**config.mk**
```make
export PLATFORM = sky130hd
export DESIGN_NAME = multi_timer
export DESIGN_NICKNAME = d
export VERILOG_FILES = /design/src/rtl/multi_timer_pkg.sv /design/src/rtl/multi_timer_timer_chan.sv /design/src/rtl/multi_timer.sv
export SDC_FILE = /design/constraint.sdc
export NUM_CORES = 1
export LEC_CHECK = 0
export CELL_PAD_IN_SITES_DETAIL_PLACEMENT = 2
export CELL_PAD_IN_SITES_GLOBAL_PLACEMENT = 2
export CORE_ASPECT_RATIO = 2
export CORE_MARGIN = 2
export CORE_UTILIZATION = 38
export DETAILED_ROUTE_END_ITERATION = 10
export PLACE_DENSITY = 0.9
export SETUP_SLACK_MARGIN = 0.1
export SLEW_MARGIN = 20
export SYNTH_ARGS = -nofsm -noshare
export SYNTH_HDL_FRONTEND = slang
export SYNTH_SLANG_ARGS = --single-unit
```
**constraint.sdc**
```tcl
create_clock -name clk_in -period 8.1 [get_ports clk_in]
set_input_delay 0.81 -clock clk_in [delete_from_list [all_inputs] [get_ports clk_in]]
set_output_delay 0.81 -clock clk_in [all_outputs]
set_load 0.005 [all_outputs]
```
**src/rtl/multi_timer_pkg.sv**
```systemverilog
// Shared types and constants for the multi-channel programmable timer.
package multi_timer_pkg;

    typedef enum logic [1:0] {
        MODE_STOP     = 2'd0,
        MODE_ONESHOT  = 2'd1,
        MODE_PERIODIC = 2'd2,
        MODE_RSVD     = 2'd3
    } mode_e;

    localparam int CLK_PER_MS = 180000;

    // Only these two modes make a channel count; reserved decodes as stop.
    function automatic logic mode_runs(input mode_e m);
        return (m == MODE_ONESHOT) || (m == MODE_PERIODIC);
    endfunction

endpackage

```
**src/rtl/multi_timer_timer_chan.sv**
```systemverilog
// One timer channel: latched period, down-counter, mode and registered tick/sig/busy.
module timer_chan
    import multi_timer_pkg::*;
#(
    parameter int               CNT_W      = 28,
    parameter logic [CNT_W-1:0] RST_PERIOD = '0
) (
    input  logic             clk_in,
    input  logic             rst_in,
    input  logic             wr_i,
    input  mode_e            mode_i,
    input  logic [CNT_W-1:0] period_i,
    output logic             tick_o,
    output logic             sig_o,
    output logic             busy_o
);

    localparam logic [CNT_W-1:0] ONE = CNT_W'(1);

    mode_e            mode_q,   mode_d;
    logic [CNT_W-1:0] period_q, period_d;
    logic [CNT_W-1:0] cnt_q,    cnt_d;
    logic             busy_q,   busy_d;
    logic             tick_q,   tick_d;
    logic             sig_q,    sig_d;

    // A write on the expiry edge takes priority and suppresses that tick.
    always_comb begin
        mode_d   = mode_q;
        period_d = period_q;
        cnt_d    = cnt_q;
        busy_d   = busy_q;
        sig_d    = sig_q;
        tick_d   = 1'b0;
        if (wr_i) begin
            if (mode_runs(mode_i) && (period_i != '0)) begin
                mode_d   = mode_i;
                period_d = period_i;
                cnt_d    = period_i - ONE;
                busy_d   = 1'b1;
            end else begin
                mode_d = MODE_STOP;
                cnt_d  = '0;
                busy_d = 1'b0;
            end
        end else if (busy_q) begin
            if (cnt_q == '0) begin
                tick_d = 1'b1;
                sig_d  = ~sig_q;
                if (mode_q == MODE_PERIODIC) cnt_d  = period_q - ONE;
                else                         busy_d = 1'b0;
            end else begin
                cnt_d = cnt_q - ONE;
            end
        end
    end

    always_ff @(posedge clk_in or posedge rst_in) begin
        if (rst_in) begin
            mode_q   <= MODE_STOP;
            period_q <= RST_PERIOD;
            cnt_q    <= '0;
            busy_q   <= 1'b0;
            tick_q   <= 1'b0;
            sig_q    <= 1'b0;
        end else begin
            mode_q   <= mode_d;
            period_q <= period_d;
            cnt_q    <= cnt_d;
            busy_q   <= busy_d;
            tick_q   <= tick_d;
            sig_q    <= sig_d;
        end
    end

    assign tick_o = tick_q;
    assign sig_o  = sig_q;
    assign busy_o = busy_q;

endmodule

```
**src/rtl/multi_timer.sv**
```systemverilog
// CH-channel programmable timer: config decode and ready here, per-channel state in timer_chan.
module multi_timer
    import multi_timer_pkg::*;
#(
    parameter int CH         = 4,
    parameter int CNT_W      = 28,
    parameter int CLK_PER_MS = multi_timer_pkg::CLK_PER_MS,
    localparam int CHW       = (CH > 1) ? $clog2(CH) : 1
) (
    input  logic             clk_in,
    input  logic             rst_in,
    input  logic             cfg_valid,
    output logic             cfg_ready,
    input  logic [CHW-1:0]   cfg_ch,
    input  logic [1:0]       cfg_mode,
    input  logic [CNT_W-1:0] cfg_period,
    output logic [CH-1:0]    tick_out,
    output logic [CH-1:0]    sig_out,
    output logic [CH-1:0]    busy_out
);

    localparam logic [CNT_W-1:0] RST_PERIOD = CNT_W'(1000 * CLK_PER_MS);

    logic ready_q;

    always_ff @(posedge clk_in or posedge rst_in) begin
        if (rst_in) ready_q <= 1'b0;
        else        ready_q <= 1'b1;
    end

    assign cfg_ready = ready_q;

    // Indices with no channel behind them match nothing, so such writes vanish.
    for (genvar i = 0; i < CH; i++) begin : g_ch
        logic wr;
        assign wr = cfg_valid & ready_q & (cfg_ch == CHW'(i));

        timer_chan #(
            .CNT_W      (CNT_W),
            .RST_PERIOD (RST_PERIOD)
        ) u_chan (
            .clk_in   (clk_in),
            .rst_in   (rst_in),
            .wr_i     (wr),
            .mode_i   (mode_e'(cfg_mode)),
            .period_i (cfg_period),
            .tick_o   (tick_out[i]),
            .sig_o    (sig_out[i]),
            .busy_o   (busy_out[i])
        );
    end

endmodule

```
After elaboration in Yosys (flattened, before gate mapping)
Cells that the tools add are included.
Widths: inputs -> output; s select.

word-level totals
  output and inout bits = 13
  register bits = 245
  input bits = 35

cells by class
  add/sub/neg operators = 9
  eq/ne operators = 13
  muxes and demuxes = 47
  bitwise operators = 13
  reduce and logical (&&, ||, !) cells = 24

operator list
  operator               number
  $mux 28                17
  $sub 28x1->28 const B  9
  $logic_not 28->1       4
  $mux 1                 29
  $reduce_bool 28->1     1
  $reduce_and 2->1       8
  $eq 2x2->1 const B     7
  $ne 3x2->1 const B     4
  $reduce_and 3->1       4
  $not 1->1              8
  $reduce_bool 2->1      4
  $and 1x1->1            5
  $eq 2x1->1 const B     2
  $logic_not 2->1        1
  $mux 2                 1
  $logic_and 1x1->1      1
  $logic_or 1x1->1       1

Logic depth before layout (Yosys ltp)
  word-level depth = 5
  gate-level depth with buffers = 17
  mapped depth without buffers = 12

Modules after synthesis
A second synthesis with hierarchy kept.

unflattened totals
  cell total of the unflattened synthesis = 2258
  area, all modules = 18127.4 um2

modules (own cells, without submodules)
  module                            sequential area each (um2)  instances  cells each  area an instance (um2)
  timer_chan at g_ch[2].u_chan ...  1540.2                      2          568         4545.6
  timer_chan at g_ch[0].u_chan      1540.2                      1          567         4501.8
  timer_chan at g_ch[1].u_chan      1540.2                      1          548         4456.8
  multi_timer                       25.0                        1          7           77.6

Least setup slack after synthesis
Ideal clock, no wire load.

  kind = flip-flop to flip-flop
  start = reg g_ch[2].u_chan.cnt_q[22]
  end = reg g_ch[2].u_chan.cnt_q[26]
  stages on the path, launching flop included = 15
  required time = 7974 ps
  buffers on the path = 2
  setup slack = 4117 ps
  arrival time = 3857 ps
  library setup time = 126 ps
  cell sequence = dfrtp_1 nor4_1 nand4_1 nor2_1 clkbuf_1 buf_1 a21oi_1 ha_1 nor4b_1 nand4_1 nor4_1 o221ai_1 nor2_1 mux2i_1 a221o_1

on the way
  cells in the longest elaborated chain, start to end = 4

RTL lines
  element                                                   RTL line                                                    text
  start: declaration                                        multi_timer_timer_chan.sv:22                                logic [CNT_W-1:0] cnt_q, cnt_d;
  start signal: assignment                                  multi_timer_timer_chan.sv:69                                cnt_q <= cnt_d;
  $sub 28x1->28 / $logic_not 28->1 (equally long branches)  multi_timer_timer_chan.sv:53, multi_timer_timer_chan.sv:47
  $mux 28                                                   multi_timer_timer_chan.sv:47                                if (cnt_q == '0) begin
  $mux 28                                                   multi_timer_timer_chan.sv:46                                end else if (busy_q) begin
  $mux 28                                                   multi_timer_timer_chan.sv:35                                if (wr_i) begin

Parallel ways exist; a longest one is shown, timed or not. The select of a mux whose other input is x is not followed.
A chain may end at the register's enable or synchronous reset.

Final worst setup path
Same ends and word-level chain as after synthesis.

==> summary.md <==
| Metric | Value |
|---|---|
| Number of synthesized flops with an enable pin | 0 |
| Clk_lat worst skew | 0.60 ns |
| Setup skew after layout | 0.0137 ns |
| Number of port buffers | between 40 and 50 |
| Setup bufs post-CTS | 0 |
| Placed Instances | 2443 |
| RSZ-0062 raised after global routing | no |
| Post-Route WL | 85400 um |
| Register area | 6190 um2 |
| Leakage power | 7.27 nW |
| Resized cells post-CTS | 0 |
| Antenna violations before repair | 1 |
| Achievable Freq | 0.192 GHz |
| Power per Cell Area | 346 nW/um2 |
| Cells after Synth | 1944 |
| Slowest-stage cell, CP | nor4_1 |
| Worst Setup Start Kind | register |
| Setup violations, final | 0 |
| Max-cap violation count | 0 |
| Initial Utilization | about two fifths |
| Crit path time final | 5.22 ns |
| Fraction of registers with async set/reset | between 90% and 100% |
| Int Power | 3.28 mW |
| Synth area leader | dfrtp_1 |
| First-pass DRT Iterations | 6 |
| Die H | ~300 um |
| Syn Std Cell Area | 15800 um2 |
| Worst path max stage delay | around 0.84 ns |
| Final hold vios | 0 |
| Clock sink count | between 200 and 250 |
| Total gr overflow | 0 |
| Multi-input gate area | 9000 um2 |
| Fraction of the yosys area taken by sequential cells | 39.3% |
| Layout Utilization | 43.2% |
| Setup TNS | 0 ns |
| Most frequent cells in the layout | nand2_1, dfrtp_1, nor2_1 |
| Netlist cell types | between 80 and 90 |
| Synth area leaders | dfrtp_1, nand2_1, dfstp_2 |
| Die width | roughly 150 um |
| Pre-CTS setup slack | 3.26 ns |
| Post-synth top area share | 31.9% |
| Layout Nets | 1977 |
| Global-route wire length before repair | approximately 130000 um |
| CTS tree | built |
| Placed inst area | roughly 17000 um2 |
| Fill count | 4581 |
| Hold WS | roughly 0.47 ns |
| Area grow syn2layout | 12.5% |
| Net Sw Frac | between 40% and 50% |
| CP max FO | 39 |
| Ys flop type | dfrtp_1 |
| Post-route cell area | 17700 um2 |
| Peak VDD IR | 265 uV |
| Largest net degree at the start of global routing | around 130 |
| Hold Path Depth | 1 |
| Initial drt markers | 1878 |
| Crit end category | register |
| Comb pwr share | 39.5% |
| Cts hold-fix bufs | 0 |
| Net Switching | 2.85 mW |
| Clock-pin transition on the worst setup and hold timing paths | 0.07 ns |
| HPWL after DPL | about 55000 um |
| Hold WC Path Type | register to register |
| CTS Buf Count | 26 |
| Standard-cell row count | around 110 |
| Net Count, Synth | 1985 |
| Slew Limit Fails | 0 |
| Residual DRC | 0 |
| DRT antenna net count | 0 |
| Data required, critical path | 8.59 ns |
| Maximum clock path buffer count | 3 |
| Layout cells sized above 1 | 9.71% |
| Final non-filler cell total | 2494 |
| Vias | around 18k |
| GP Congestion | 0.995 |
| Core ar. | 41000 um2 |
| Setup Crit Path Kind | register to register |
| Clock Power Share | 23.1% |
| Worst-path cell chain | nor4_1, nand4_1, nor2_2, buf_4, a21oi_1, ha_1, nor4b_1, nand4_1, nor4_1, o221ai_1, nor2_1, mux2i_1, a221o_1 |
| Avg Cell Area, Syn | 8.10 um2 |
| Wire per inst | 34.2 um |
| Power, Total | ~6.1 mW |
| Yosys reg bits | 245 |
| Arrival time of the worst setup path | 5.71 ns |
| Synth warnings | 0 |
| Setup WS post-layout | 2.88 ns |
| Period utilization | 64.4% |
| All-layer global routing usage | between 30% and 40% |
| Vias per Instance | 7.12 |
| Flop-to-flop setup slack | between 2 and 3 ns |
| Status | complete, no violations |
| Relative slew margins | 9.25% |
| Die ar. | 43200 um2 |
| FF-to-FF path depth | 13 |
| Reg power frac | 37.4% |
| Number of global-route vias before repair | between 15k and 20k |
| H-tree depth | 1 |
| Slew @ Worst Pin | roughly 1.4 ns |
| Clk root buf | clkbuf_16 |
| Most common cell after layout, fill and taps aside | nand2_1 |
| IO Count | 48 |
## flip-flops by register name, indices dropped and copies added, names as in the netlist
name                  flops
g_ch.u_chan.cnt_q       112
g_ch.u_chan.period_q    112
g_ch.u_chan.mode_q        8
cfg_ready                 1
g_ch.u_chan.sig_o         4
g_ch.u_chan.tick_o        4
g_ch.u_chan.busy_o        4
## layer usage
layer  global-route usage, %  share of wire, %  vias to the layer above
li1                        -                 -                     7108
met1                    40.8                33                     8960
met2                    64.1                48                     1124
met3                    9.05               8.0                      553
met4                    34.7                12                        2
met5                       0             0.014                        -
## power groups by stage
stage	Clock, mW	Sequential, mW	Combinational [mW]
after global placement	0	2.20	2.07
after global routing	1.46	2.32	2.58
final	1.42	2.30	2.42
after detailed placement	0	2.24	2.24
after floorplan	0	1.97	1.59
after CTS	1.41	2.25	2.33
## cells by family after synthesis
family / share of synthesized area [%]
compound gates: 21.4
flops: 39.3
mux: 3.02
simple gates: 28.6
xor+xnor: 3.11
other cells: 0.0238
fa+ha+maj: 0.477
buf+inv: 4.10
## cells in the mapped netlist, types with 6 or more instances
cell	number
nor4b_1	8
buf_4	13
o31ai_1	15
a21o_1	6
nand2_1	423
ha_1	6
or4_1	20
mux2i_1	39
dfrtp_1	201
nor2b_1	6
nand4_1	22
inv_1	20
o311ai_0	10
a211oi_1	20
nand3_1	42
and2_1	11
or2_2	13
buf_1	9
o211ai_1	27
nand4b_1	8
xnor2_1	28
nand3b_1	12
and3_1	16
or3_1	43
o21ai_0	116
dfstp_2	44
a221o_1	17
a221oi_1	8
a2111oi_0	7
nor2_1	142
nor4_1	49
buf_2	21
o22ai_1	9
o221ai_1	34
nor3_1	83
clkbuf_1	83
nand2b_1	20
a21oi_1	120
xor2_1	28
a31oi_1	18
a211o_1	10
a22oi_1	21
## worst paths after layout
kind	from	to
setup / recovery	g_ch[2].u_chan.cnt_q[22]	g_ch[2].u_chan.cnt_q[26]
hold / removal	g_ch[3].u_chan.sig_o	g_ch[3].u_chan.sig_o
setup reg to reg	g_ch[2].u_chan.cnt_q[22]	g_ch[2].u_chan.cnt_q[26]
hold reg to reg	g_ch[3].u_chan.sig_o	g_ch[3].u_chan.sig_o
max in group asynchronous	rst_in	g_ch[0].u_chan.cnt_q[8]
min in group asynchronous	rst_in	g_ch[3].u_chan.cnt_q[4]
## critical path: cells and delay by family (launching register included)
kind            cells  cell delay, ns
simple gates        7            2.45
compound gates      3            1.25
flops               1            0.47
mux                 1            0.18
fa+ha+maj           1            0.29
buf+inv             1            0.44
## cell type report
type	count	share of cell area, %
inverter	20	0.466
antenna	3	0.0424
tap	535	3.78
multi-input combinational	1551	50.8
clock buffer	32	4.20
sequential	245	34.9
timing repair buffer	92	4.56
clock inverter	16	1.26
Power figures use the tool's default switching activity.
